<file path="config.mk">
export PLATFORM = sky130hd
export DESIGN_NAME = dot_btn_stepper
export DESIGN_NICKNAME = d
export VERILOG_FILES = /design/src/rtl/dot_pkg.sv /design/src/rtl/btn_debounce.sv /design/src/rtl/dot_btn_stepper.sv
export SDC_FILE = /design/constraint.sdc
export NUM_CORES = 1
export LEC_CHECK = 0
export CAP_MARGIN = 15
export CORE_MARGIN = 2
export CORE_UTILIZATION = 46
export DETAILED_ROUTE_END_ITERATION = 8
export GPL_TIMING_DRIVEN = 0
export SLEW_MARGIN = 20
export SYNTH_ARGS = -nofsm -noshare
export SYNTH_HDL_FRONTEND = slang
export SYNTH_SLANG_ARGS = --single-unit
</file>
<file path="constraint.sdc">
create_clock -name clk -period 6.6 [get_ports clk]
set_input_delay 1.32 -clock clk [delete_from_list [all_inputs] [get_ports clk]]
set_output_delay 1.32 -clock clk [all_outputs]
set_load 0.01 [all_outputs]
</file>
<file path="src/rtl/dot_pkg.sv">
// dot_pkg: shared types and default timing for the dot-matrix button front end
// and scroller.
//   state_e : stepper FSM states
//   dir_e   : step direction (DIR_LEFT=0, DIR_RIGHT=1)
//   DEF_*   : default timing constants (cycles of the system clock)
package dot_pkg;

  typedef enum logic [2:0] {
    ST_IDLE,
    ST_DELAY,
    ST_REPEAT,
    ST_HELD,
    ST_LOCK
  } state_e;

  typedef enum logic {
    DIR_LEFT  = 1'b0,
    DIR_RIGHT = 1'b1
  } dir_e;

  localparam int unsigned DEF_DEBOUNCE_CYC  = 250000;
  localparam int unsigned DEF_REPEAT_DELAY  = 25000000;
  localparam int unsigned DEF_REPEAT_PERIOD = 6250000;
  localparam int unsigned DEF_CNT_W         = 32;

endpackage

</file>
<file path="src/rtl/btn_debounce.sv">
// btn_debounce: two-flop synchroniser plus debounce counter for one raw
// active-low push button.
//   clk     in  system clock
//   rst     in  synchronous active-high reset (level returns to released)
//   btn_n   in  raw button, active-low, asynchronous
//   pressed out debounced level, 1 = pressed
// The debounced level flips only after the synced input has disagreed with it
// for DEBOUNCE_CYC consecutive cycles; any agreeing cycle restarts the count.
module btn_debounce
  import dot_pkg::*;
#(
  parameter int unsigned DEBOUNCE_CYC = DEF_DEBOUNCE_CYC,
  parameter int unsigned CNT_W        = DEF_CNT_W
) (
  input  logic clk,
  input  logic rst,
  input  logic btn_n,
  output logic pressed
);

  logic             sync1_q, sync2_q;
  logic             level_q, level_d;
  logic [CNT_W-1:0] cnt_q, cnt_d;

  always_comb begin
    level_d = level_q;
    cnt_d   = cnt_q;
    if (sync2_q == level_q) begin
      cnt_d = '0;
    end else if (cnt_q == CNT_W'(DEBOUNCE_CYC - 1)) begin
      level_d = ~level_q;
      cnt_d   = '0;
    end else begin
      cnt_d = cnt_q + 1'b1;
    end
  end

  // Synchroniser stores the pressed polarity, so reset value 0 = released.
  always_ff @(posedge clk) begin
    if (rst) begin
      sync1_q <= 1'b0;
      sync2_q <= 1'b0;
      level_q <= 1'b0;
      cnt_q   <= '0;
    end else begin
      sync1_q <= ~btn_n;
      sync2_q <= sync1_q;
      level_q <= level_d;
      cnt_q   <= cnt_d;
    end
  end

  assign pressed = level_q;

endmodule

</file>
<file path="src/rtl/dot_btn_stepper.sv">
// dot_btn_stepper: turns two raw active-low buttons into step requests held in
// a req/ack handshake for a consumer on a slow clock.
//   clk, rst          system clock, synchronous active-high reset
//   btn_left/right    raw buttons, active-low, asynchronous
//   req_left/right    pending step (at most one high), held until step_ack
//   step_ack          consumer has taken the pending step
//   pressed[1:0]      debounced levels {right,left}, 1 = pressed
//   drop_cnt[7:0]     saturating count of events lost while a step was pending
// Build option AUTO_REPEAT_EN: when defined, a held button repeats after
// REPEAT_DELAY cycles and then every REPEAT_PERIOD cycles; when undefined each
// press produces exactly one step (HELD state, no repeat counter).
module dot_btn_stepper
  import dot_pkg::*;
#(
  parameter int unsigned DEBOUNCE_CYC  = DEF_DEBOUNCE_CYC,
  parameter int unsigned REPEAT_DELAY  = DEF_REPEAT_DELAY,
  parameter int unsigned REPEAT_PERIOD = DEF_REPEAT_PERIOD,
  parameter int unsigned CNT_W         = DEF_CNT_W
) (
  input  logic       clk,
  input  logic       rst,
  input  logic       btn_left,
  input  logic       btn_right,
  output logic       req_left,
  output logic       req_right,
  input  logic       step_ack,
  output logic [1:0] pressed,
  output logic [7:0] drop_cnt
);

  logic pl, pr;

  btn_debounce #(
    .DEBOUNCE_CYC(DEBOUNCE_CYC),
    .CNT_W       (CNT_W)
  ) u_db_left (
    .clk    (clk),
    .rst    (rst),
    .btn_n  (btn_left),
    .pressed(pl)
  );

  btn_debounce #(
    .DEBOUNCE_CYC(DEBOUNCE_CYC),
    .CNT_W       (CNT_W)
  ) u_db_right (
    .clk    (clk),
    .rst    (rst),
    .btn_n  (btn_right),
    .pressed(pr)
  );

  state_e     state_q, state_d;
  dir_e       dir_q, dir_d;
  dir_e       fire_dir;
  logic       fire;
  logic       own, other;
  logic       req_left_q, req_left_d;
  logic       req_right_q, req_right_d;
  logic [7:0] drop_q, drop_d;
  logic       pending, retire;

`ifdef AUTO_REPEAT_EN
  logic [CNT_W-1:0] cnt_q, cnt_d;
  logic [CNT_W-1:0] rep_target;
  assign rep_target = (state_q == ST_DELAY) ? CNT_W'(REPEAT_DELAY - 1)
                                            : CNT_W'(REPEAT_PERIOD - 1);
`else
  logic unused_repeat_cfg;
  assign unused_repeat_cfg = (REPEAT_DELAY != 0) ^ (REPEAT_PERIOD != 0);
`endif

  assign own   = (dir_q == DIR_LEFT) ? pl : pr;
  assign other = (dir_q == DIR_LEFT) ? pr : pl;

  // Next state and step events.  Release of the active side wins over a press
  // of the other side; both exits win over a repeat in the same cycle.
  always_comb begin
    state_d  = state_q;
    dir_d    = dir_q;
    fire     = 1'b0;
    fire_dir = dir_q;
`ifdef AUTO_REPEAT_EN
    cnt_d    = cnt_q;
`endif
    case (state_q)
      ST_IDLE: begin
        if (pl && pr) begin
          state_d = ST_LOCK;
        end else if (pl || pr) begin
          fire     = 1'b1;
          fire_dir = pl ? DIR_LEFT : DIR_RIGHT;
          dir_d    = fire_dir;
`ifdef AUTO_REPEAT_EN
          cnt_d    = '0;
          state_d  = ST_DELAY;
`else
          state_d  = ST_HELD;
`endif
        end
      end
`ifdef AUTO_REPEAT_EN
      ST_DELAY, ST_REPEAT: begin
        if (!own) begin
          state_d = ST_IDLE;
        end else if (other) begin
          state_d = ST_LOCK;
        end else if (cnt_q == rep_target) begin
          fire    = 1'b1;
          cnt_d   = '0;
          state_d = ST_REPEAT;
        end else begin
          cnt_d = cnt_q + 1'b1;
        end
      end
`else
      ST_HELD: begin
        if (!own) begin
          state_d = ST_IDLE;
        end else if (other) begin
          state_d = ST_LOCK;
        end
      end
`endif
      ST_LOCK: begin
        if (!pl && !pr) state_d = ST_IDLE;
      end
      default: state_d = ST_IDLE;
    endcase
  end

  // One-entry handshake buffer: an ack in the same cycle as a new event frees
  // the slot so the new step loads instead of being dropped.
  assign pending = req_left_q | req_right_q;
  assign retire  = step_ack & pending;

  always_comb begin
    req_left_d  = req_left_q;
    req_right_d = req_right_q;
    drop_d      = drop_q;
    if (retire) begin
      req_left_d  = 1'b0;
      req_right_d = 1'b0;
    end
    if (fire) begin
      if (!pending || retire) begin
        req_left_d  = (fire_dir == DIR_LEFT);
        req_right_d = (fire_dir == DIR_RIGHT);
      end else if (drop_q != '1) begin
        drop_d = drop_q + 8'd1;
      end
    end
  end

  always_ff @(posedge clk) begin
    if (rst) begin
      state_q     <= ST_IDLE;
      dir_q       <= DIR_LEFT;
      req_left_q  <= 1'b0;
      req_right_q <= 1'b0;
      drop_q      <= '0;
`ifdef AUTO_REPEAT_EN
      cnt_q       <= '0;
`endif
    end else begin
      state_q     <= state_d;
      dir_q       <= dir_d;
      req_left_q  <= req_left_d;
      req_right_q <= req_right_d;
      drop_q      <= drop_d;
`ifdef AUTO_REPEAT_EN
      cnt_q       <= cnt_d;
`endif
    end
  end

  assign req_left  = req_left_q;
  assign req_right = req_right_q;
  assign pressed   = {pr, pl};
  assign drop_cnt  = drop_q;

endmodule

</file>
After elaboration in Yosys (flattened, before gate mapping)
Index checks and enable logic that the tools add are counted.

Reduce and logical (&&, ||, !) cells: 14. Bitwise operators: 10. Mux-type cells: 21. Add/sub/neg operators: 3. Eq/ne operators: 10.

Operators by type and width (count): $add 32x1->32 const B (2); $eq 32x18->1 const B (2); $mux 1 (15); $mux 3 (5); $pmux 3 s3 (1); $add 8x1->8 const B (1); $ne 8x8->1 const B (1); $not 1->1 (8); $ne 3x3->1 const B (2); $reduce_and 3->1 (2); $reduce_or 3->1 (2); $reduce_and 2->1 (2); $eq 3x2->1 const B (1); $eq 3x3->1 const B (1); $logic_not 1->1 (3); $logic_not 3->1 (1); $eq 1x1->1 (2); $logic_and 1x1->1 (2); $logic_or 1x1->1 (2); $ne 2x2->1 const B (1); $and 1x1->1 (1); $or 1x1->1 (1).

Output and inout port bits: 12. Logic and storage cells: 71. Input bits: 5. Bits in registers: 84.

Logic depth before layout (Yosys ltp)
Gate-level depths: netlist (run 1).

Depth in word-level cells: 7. Depth in mapped cells: 7. Mapped depth without buffers: 6.

By module
Synthesis (run 1) repeated with hierarchy kept, for this count alone.

Cell total of the unflattened synthesis: 442. Area, all modules: 3878.7 µm².

By module, submodules not included: btn_debounce (sequential area each 700.7 µm², instances 2, area an instance 1579.0 µm², cells each 178); dot_btn_stepper (sequential area each 260.2 µm², instances 1, area an instance 720.7 µm², cells each 86).

Worst setup path before layout (run 1)
Ideal clock, no wire load.

Kind: in2reg. From: input port step_ack. To: register drop_q[2] (netlist: drop_cnt[2]). Arrival time: 2.426 ns. Buffers on the path: 1. Cell stages on the path: 4. Slack: 4.103 ns. Path through: or3_4 -> buf_6 -> or4_1 -> a21oi_1.

Longest elaborated chain between the ends: 4.

RTL lines: from (decl) (line dot_btn_stepper.sv:26) `input logic step_ack,`; $and 1x1->1 (line dot_btn_stepper.sv:135) `assign retire = step_ack & pending;`; $logic_or 1x1->1 (line dot_btn_stepper.sv:146) `if (!pending || retire) begin`; $not 1->1 (no source line); $reduce_and 3->1 (no source line); to (signal assigned) (line dot_btn_stepper.sv:170) `drop_q <= drop_d;`; to (decl) (line dot_btn_stepper.sv:60) `logic [7:0] drop_q, drop_d;`.

No other way between the ends. A chain may end at the register's enable or synchronous reset.

Worst setup path in the final report (run 1)
From: register u_db_right.level_q (netlist: u_db_right.pressed). To: output port pressed[1].

RTL lines: from (decl) (line btn_debounce.sv:22) `logic level_q, level_d;`; from (signal assigned) (line btn_debounce.sv:48) `level_q <= level_d;`; to (decl) (line dot_btn_stepper.sv:27) `output logic [1:0] pressed,`.

No word-level cell between the ends.

==> flow_summary.yaml, run 1 <==
grt:
  grt_start_max_net_pins: 14
  grt_pass1_vias: 3325
  grt_pass1_wl_um: 15400
  track_usage: 0.189
  antenna_found_initial: 0
  grt-ovfl-total: 0
power_and_ir_drop:
  p_comb_frac: 0.012
  p_switching_uw: 183
  ir_worst_vdd_mv: 0.127
  cellPowerDensity_nw_per_um2: 207
  finalPower_uw: 943
  intPower_uw: 761
  clkPwrFrac: 0.455
  leakage_uw: 0.00136
  p_seq_frac: 0.533
  switching_share: 0.194
synth:
  ys_seq_area_frac: 0.413
  synth_top_family_by_area: "simple AND/OR/NAND/NOR gates"
  syn_inst: 480
  synth_seq_cells: 83
  synthArstFlopShare: 0
  synth.area.mux_share: 0.00746
  synth_ff_type: "dfxtp_1"
  synth_fa_ha_area_frac: 0.0155
  avgSynthCellArea_sq_um: 8.39
  synth_edf_count: 0
  synth-simple-area-share: 0.326
  synth_compound_area_frac: 0.135
  synth_xor_area_frac: 0.0609
  yosysUniqueCellTypes: 39
  syn-num-nets: 490
  syn_area_sq_um: 4030
  yosysWarnings: 0
job:
  cap_violations: 0
detailed_routing:
  drtIter0Drc: 133
  final_antenna_net_count: 0
  routed_wl_um: 8790
  vias: 3594
  via_per_inst: 5.80
  wire_per_inst_um: 14.2
  drcViolationCount: 0
  drtPass1Iterations: 5
clock_network:
  ctsHoldBuffers: 0
  numCtsBuffers: 9
  clkLatencyLatePin_ns: 0.34
  htreeDepth: 3
  clock-sinks: 83
  post_cts_buffers: 0
  cts_tree: "built"
  clockRootBuffer: "clkbuf_8"
  path_clk_slew_ns: 0.08
  ctsLongestPathBuffers: 2
  cts-resized-gates: 0
floorplanning:
  die_w_um: 97.6
  die_h_um: 97.6
  dieArea_sq_um: 9520
  rows: 34
  io_pins: 17
  initial_core_util: 0.469
  core_sq_um: 8590
setup_path:
  crit_path_top_delay_cell: "clkdlybuf4s50_1"
  crit_required_ns: 5.28
  worstPathBufferInverterCount: 2
  cp_top_family: "buffers and inverters"
  worst_ep_arrival_time_ns: 1.51
  r2r-end: "drop_cnt[2]"
  worstPathMaxFanout: 8
  path_cells: "buf_4 -> clkdlybuf4s50_1"
  max_stage_delay_ns: 0.52
  worstRegToRegCells: 7
  end_kind: "primary output"
  r2r_start: "u_db_left.pressed"
  r2r_setup_slack_ns: 4.12
  cp-start-kind: "flip-flop"
  crit_type: "flip-flop to primary output"
final_layout:
  layout_common_cells: "dfxtp_1, a21oi_1, nor2_1, nand3_1, nand4_1"
  drive_above_1_share: 0.0449
  nNetsFinal: 517
  fill_cells: 843
  final_common_cell: "dfxtp_1"
  area_growth_pct: 13.5
  n_antenna_cell: 0
place:
  gp_congestion: 0.814
  dpl.hpwl_um: 6320
  portBuffers: 16
sta:
  post-route-min-period_ns: 2.83
  setup_viol: 0
  worst_pin_slew_ns: 0.510
  fin_worst_skew_ns: 0.00753
  rsz0062_at_grt: "false"
  relSlewSlack: 0.660
  min_period_over_period: 0.428
  max_freq_ghz: 0.354
  slew_viol_final: 0
  hold_viol: 0
  setup_tns_ns: 0
hold_path:
  hold_end: "u_db_left.sync2_q"
  min_path_cells: 1
  min_from: "u_db_left.sync1_q"
  hp-class: "flip-flop to flip-flop"
status:
  status: "completed"
==> layer usage <==
layer,part of all wire,global-route usage
met1,0.47,0.242
met2,0.49,0.327
met3,0.025,0.0367
met4,0.0077,0.0502
met5,0,0
==> area by class of cell <==
cell class	instances	area (sq um)	share of cell area
buffer	30	136	0.0299
clock buffer	13	179	0.0392
clock inverter	3	67.6	0.0148
inverter	9	33.8	0.00740
multi-input combinational	358	2190	0.480
sequential	83	1660	0.364
tap	108	135	0.0296
timing repair buffer	16	160	0.0351
==> logic make-up (layout without fill, tap and decap cells) <==
family / after synthesis / after routing
xor gates and xnor gates: 28 / 28
muxes: 3 / 3
adders and majority gates: 5 / 5
buffers and inverters: 39 / 71
DFF: 83 / 83
AOI/OAI and AO/OA: 94 / 94
and+or+nand+nor: 228 / 228
==> sequential cells by signal (all words and copies together) (netlist names) <==
register / count
dir_q: 1
drop_cnt: 8
req_left: 1
req_right: 1
state_q: 2
u_db_left.cnt_q: 32
u_db_left.pressed: 1
u_db_left.sync1_q: 1
u_db_left.sync2_q: 1
u_db_right.cnt_q: 32
u_db_right.pressed: 1
u_db_right.sync1_q: 1
u_db_right.sync2_q: 1
==> cell usage after synthesis, drive strengths merged (3+ instances only) <==
cell type	number	area share
or3	16	0.026
nand3	28	0.035
nor4b	5	0.011
xnor2	6	0.013
o21ai	21	0.026
and2	6	0.0093
a21oi	45	0.056
xor2	22	0.048
mux2i	3	0.0075
inv	9	0.0084
and4	13	0.028
nor2	38	0.035
nand2	25	0.023
ha	5	0.016
buf	6	0.011
o31ai	21	0.039
nand2b	4	0.0062
clkbuf	24	0.022
or4	24	0.045
nand4	27	0.042
nor4	15	0.023
nor3	8	0.0099
dfxtp	83	0.41
and3	12	0.019
==> metrics by stage <==
step | hold slack, ns | utilization | setup WS (ns) | instance area, sq um | cells
3_3_place_gp | 0.423 | 0.503 | 3.55 | 4320 | 604
5_1_grt | 0.471 | 0.532 | 3.71 | 4570 | 620
6_report | 0.445 | 0.532 | 3.77 | 4570 | 620
3_5_place_dp | 0.428 | 0.503 | 3.54 | 4320 | 604
2_1_floorplan | 0.414 | - | 4.10 | 4030 | 480
4_1_cts | 0.450 | 0.532 | 3.75 | 4570 | 620
==> power by group through the flow <==
stage | Clock (uW) | Sequential [uW] | Combinational, uW
final | 429 | 503 | 11.6
after global routing | 457 | 503 | 13.1
after CTS | 440 | 503 | 11.9
after detailed placement | 0 | 514 | 11.8
after global placement | 0 | 514 | 11.9
after floorplan | 0 | 514 | 6.23
==> worst max-delay path by stage <==
stage / from / end / slack, ns / cells past startpoint
6_report: u_db_right.pressed / pressed[1] / 3.77 / 2
5_1_grt: u_db_right.pressed / pressed[1] / 3.71 / 2
4_1_cts: u_db_left.pressed / pressed[0] / 3.75 / 2
3_5_place_dp: step_ack / drop_cnt[2] / 3.54 / 5
3_3_place_gp: step_ack / drop_cnt[2] / 3.55 / 5
2_1_floorplan: step_ack / drop_cnt[2] / 4.10 / 4
Note: power is estimated with default switching activity, not from simulation.
==> run 2: changes to the inputs <==
Clock period 6.6 ns to 2.9 ns, I/O delays scaled along.
==> results of run 2 <==
The final DEF is identical to that of run 1. Status: completed.
Among the figures that moved: setup slack after placement 3.54 ns -> 0.439 ns; setup slack after layout 3.77 ns -> 0.422 ns; start point of the critical path u_db_right.pressed -> u_db_left.pressed; end point of the critical path pressed[1] -> drop_cnt[2]; register-to-register setup slack 4.12 ns -> 0.42 ns; total power 943 uW -> 2150 uW; worst IR drop on VDD 0.127 mV -> 0.288 mV
==> run 3: changes to the inputs <==
Settings changed: CORE_MARGIN 2 to 10.
Clock period 2.9 ns to 2.45 ns, I/O delays scaled along.
==> run 3 against run 2 <==
Effect of this change: core utilization shrank 0.52 points; sequential power grew 18%; via count grew 0.19%; flip-flop and latch count is the same; clock power shrank 3.1%; count of clock-buffer cells in the layout is the same; combinational power grew 22%; register-to-register slack lost 0.30 ns; cell count grew 0.16%; fmax grew 6.4%; final area shrank 0.49%; critical endpoint unchanged; largest power group unchanged.
==> flow_summary.yaml, run 3 (synthesis results as in run 1) <==
detailed_routing:
  final_antenna_net_count: 0
  drcViolationCount: 0
  vias: 3601
  drtPass1Iterations: 4
  routed_wl_um: 9160
  wire_per_inst_um: 14.8
  drtIter0Drc: 155
  via_per_inst: 5.80
power_and_ir_drop:
  p_switching_uw: 501
  ir_worst_vdd_mv: 0.244
  leakage_uw: 0.00136
  clkPwrFrac: 0.406
  intPower_uw: 1830
  p_comb_frac: 0.014
  switching_share: 0.215
  p_seq_frac: 0.580
  cellPowerDensity_nw_per_um2: 513
sta:
  timing.final.ws_setup_ns: 0.121
  setup_tns_ns: 0
  rsz0062_at_grt: "false"
  fin_worst_skew_ns: 0.00737
  min_period_over_period: 0.951
  relSlewSlack: 0.672
  max_freq_ghz: 0.429
  worst_pin_slew_ns: 0.492
  setup_viol: 0
  hold_viol: 0
  post-route-min-period_ns: 2.33
  slew_viol_final: 0
final_layout:
  drive_above_1_share: 0.0604
  fin_area_sq_um: 4550
  fill_cells: 851
  layout_common_cells: "dfxtp_1, a21oi_1, nor2_1, nand3_1, nand4_1"
  area_growth_pct: 12.9
  n_antenna_cell: 0
  fin_util: 0.526
  nNetsFinal: 520
  final_common_cell: "dfxtp_1"
setup_path:
  crit_required_ns: 2.72
  crit_type: "flip-flop to flip-flop"
  cp-start-kind: "flip-flop"
  worstRegToRegCells: 7
  worstPathMaxFanout: 10
  worstSetupStartpoint: "u_db_left.pressed"
  end_kind: "flip-flop"
  worst_ep_arrival_time_ns: 2.60
  r2r_start: "u_db_left.pressed"
grt:
  grt_start_max_net_pins: 13
  antenna_found_initial: 0
  track_usage: 0.147
  grt_pass1_vias: 3482
  grt_pass1_wl_um: 16200
  grt-ovfl-total: 0
place:
  placed_cell_area_sq_um: 4320
  dpl.hpwl_um: 6510
  portBuffers: 16
  dp_slack_ns: -0.0260
  gp_congestion: 0.815
floorplanning:
  initial_core_util: 0.466
  core_sq_um: 8640
  die_h_um: 114
  die_w_um: 114
  io_pins: 17
  rows: 34
  dieArea_sq_um: 12900
clock_network:
  cts_tree: "built"
  path_clk_slew_ns: 0.08
  ctsHoldBuffers: 0
  clkLatencyLatePin_ns: 0.35
  clock-sinks: 83
  numCtsBuffers: 9
  clockRootBuffer: "clkbuf_8"
  htreeDepth: 3
  ctsLongestPathBuffers: 2
hold_path:
  min_path_cells: 1
  min_from: "u_db_right.sync1_q"
  hp-class: "flip-flop to flip-flop"
status:
  status: "completed"
job:
  cap_violations: 0
## run 3: changes by cell type in the layout (fill, tap and decap cells not counted), sizes merged
| cell | previous run | this run |
|---|---|---|
| buf | 6 | 9 |
| bufinv | 2 | 0 |
## run 3: power groups by stage
stage	clock network [uW]	registers [uW]	logic, uW
after floorplan	0	1390	16.8
after global placement	0	1390	32.0
after detailed placement	0	1390	32.4
after CTS	971	1350	32.7
after global routing	1020	1350	36.5
final	947	1350	32.1
## run 3: worst max-delay path, cell delays in order (launching register included)
cell and delay, ns:
dfxtp_4 0.38, inv_1 0.06, ha_1 0.28, or3b_4 0.37, or3_4 0.41, buf_6 0.16, or4_1 0.46, a21oi_1 0.14
## run 3: area by class of cell
| cell class | instances | area, sq um | area share |
|---|---|---|---|
| clock buffers | 13 | 179 | 0.0394 |
| plain buffers | 30 | 141 | 0.0311 |
| multi-input cells | 358 | 2200 | 0.483 |
| well taps | 108 | 135 | 0.0297 |
| flip-flops and latches | 83 | 1670 | 0.367 |
| repair buffers | 19 | 183 | 0.0402 |
| inverters | 9 | 33.8 | 0.00743 |
| clock inverters | 1 | 7.51 | 0.00165 |
## run 3: final timing paths
kind	to	slack, ns
hold reg to reg	u_db_right.sync2_q	0.45
hold / removal	u_db_right.sync2_q	0.45
setup reg to reg	drop_cnt[2]	0.12
setup / recovery	drop_cnt[2]	0.12
## run 3: layer usage
metal | part of all wire | global-route usage
met3 | 0.030 | 0.0346
met4 | 0.015 | 0.0660
met2 | 0.49 | 0.244
met1 | 0.47 | 0.176
met5 | 0 | 0
## run 3: metrics by stage
stage,hold WS (ns),std cells,power (uW)
finish,0.448,621,2330
global route,0.462,621,2410
CTS,0.447,618,2360
detailed placement,0.429,604,1420
global placement,0.417,604,1420
floorplan,0.414,480,1400
## run 3: what timing repair did
action | in CTS | in global routing
endpoints found under the hold margin | 0 | 0
pin swaps | 0 | 1
buffers inserted | 0 | 3
cloned | 0 | 0
setup endpoints to repair | 6 | 52
resized for setup | 4 | 8
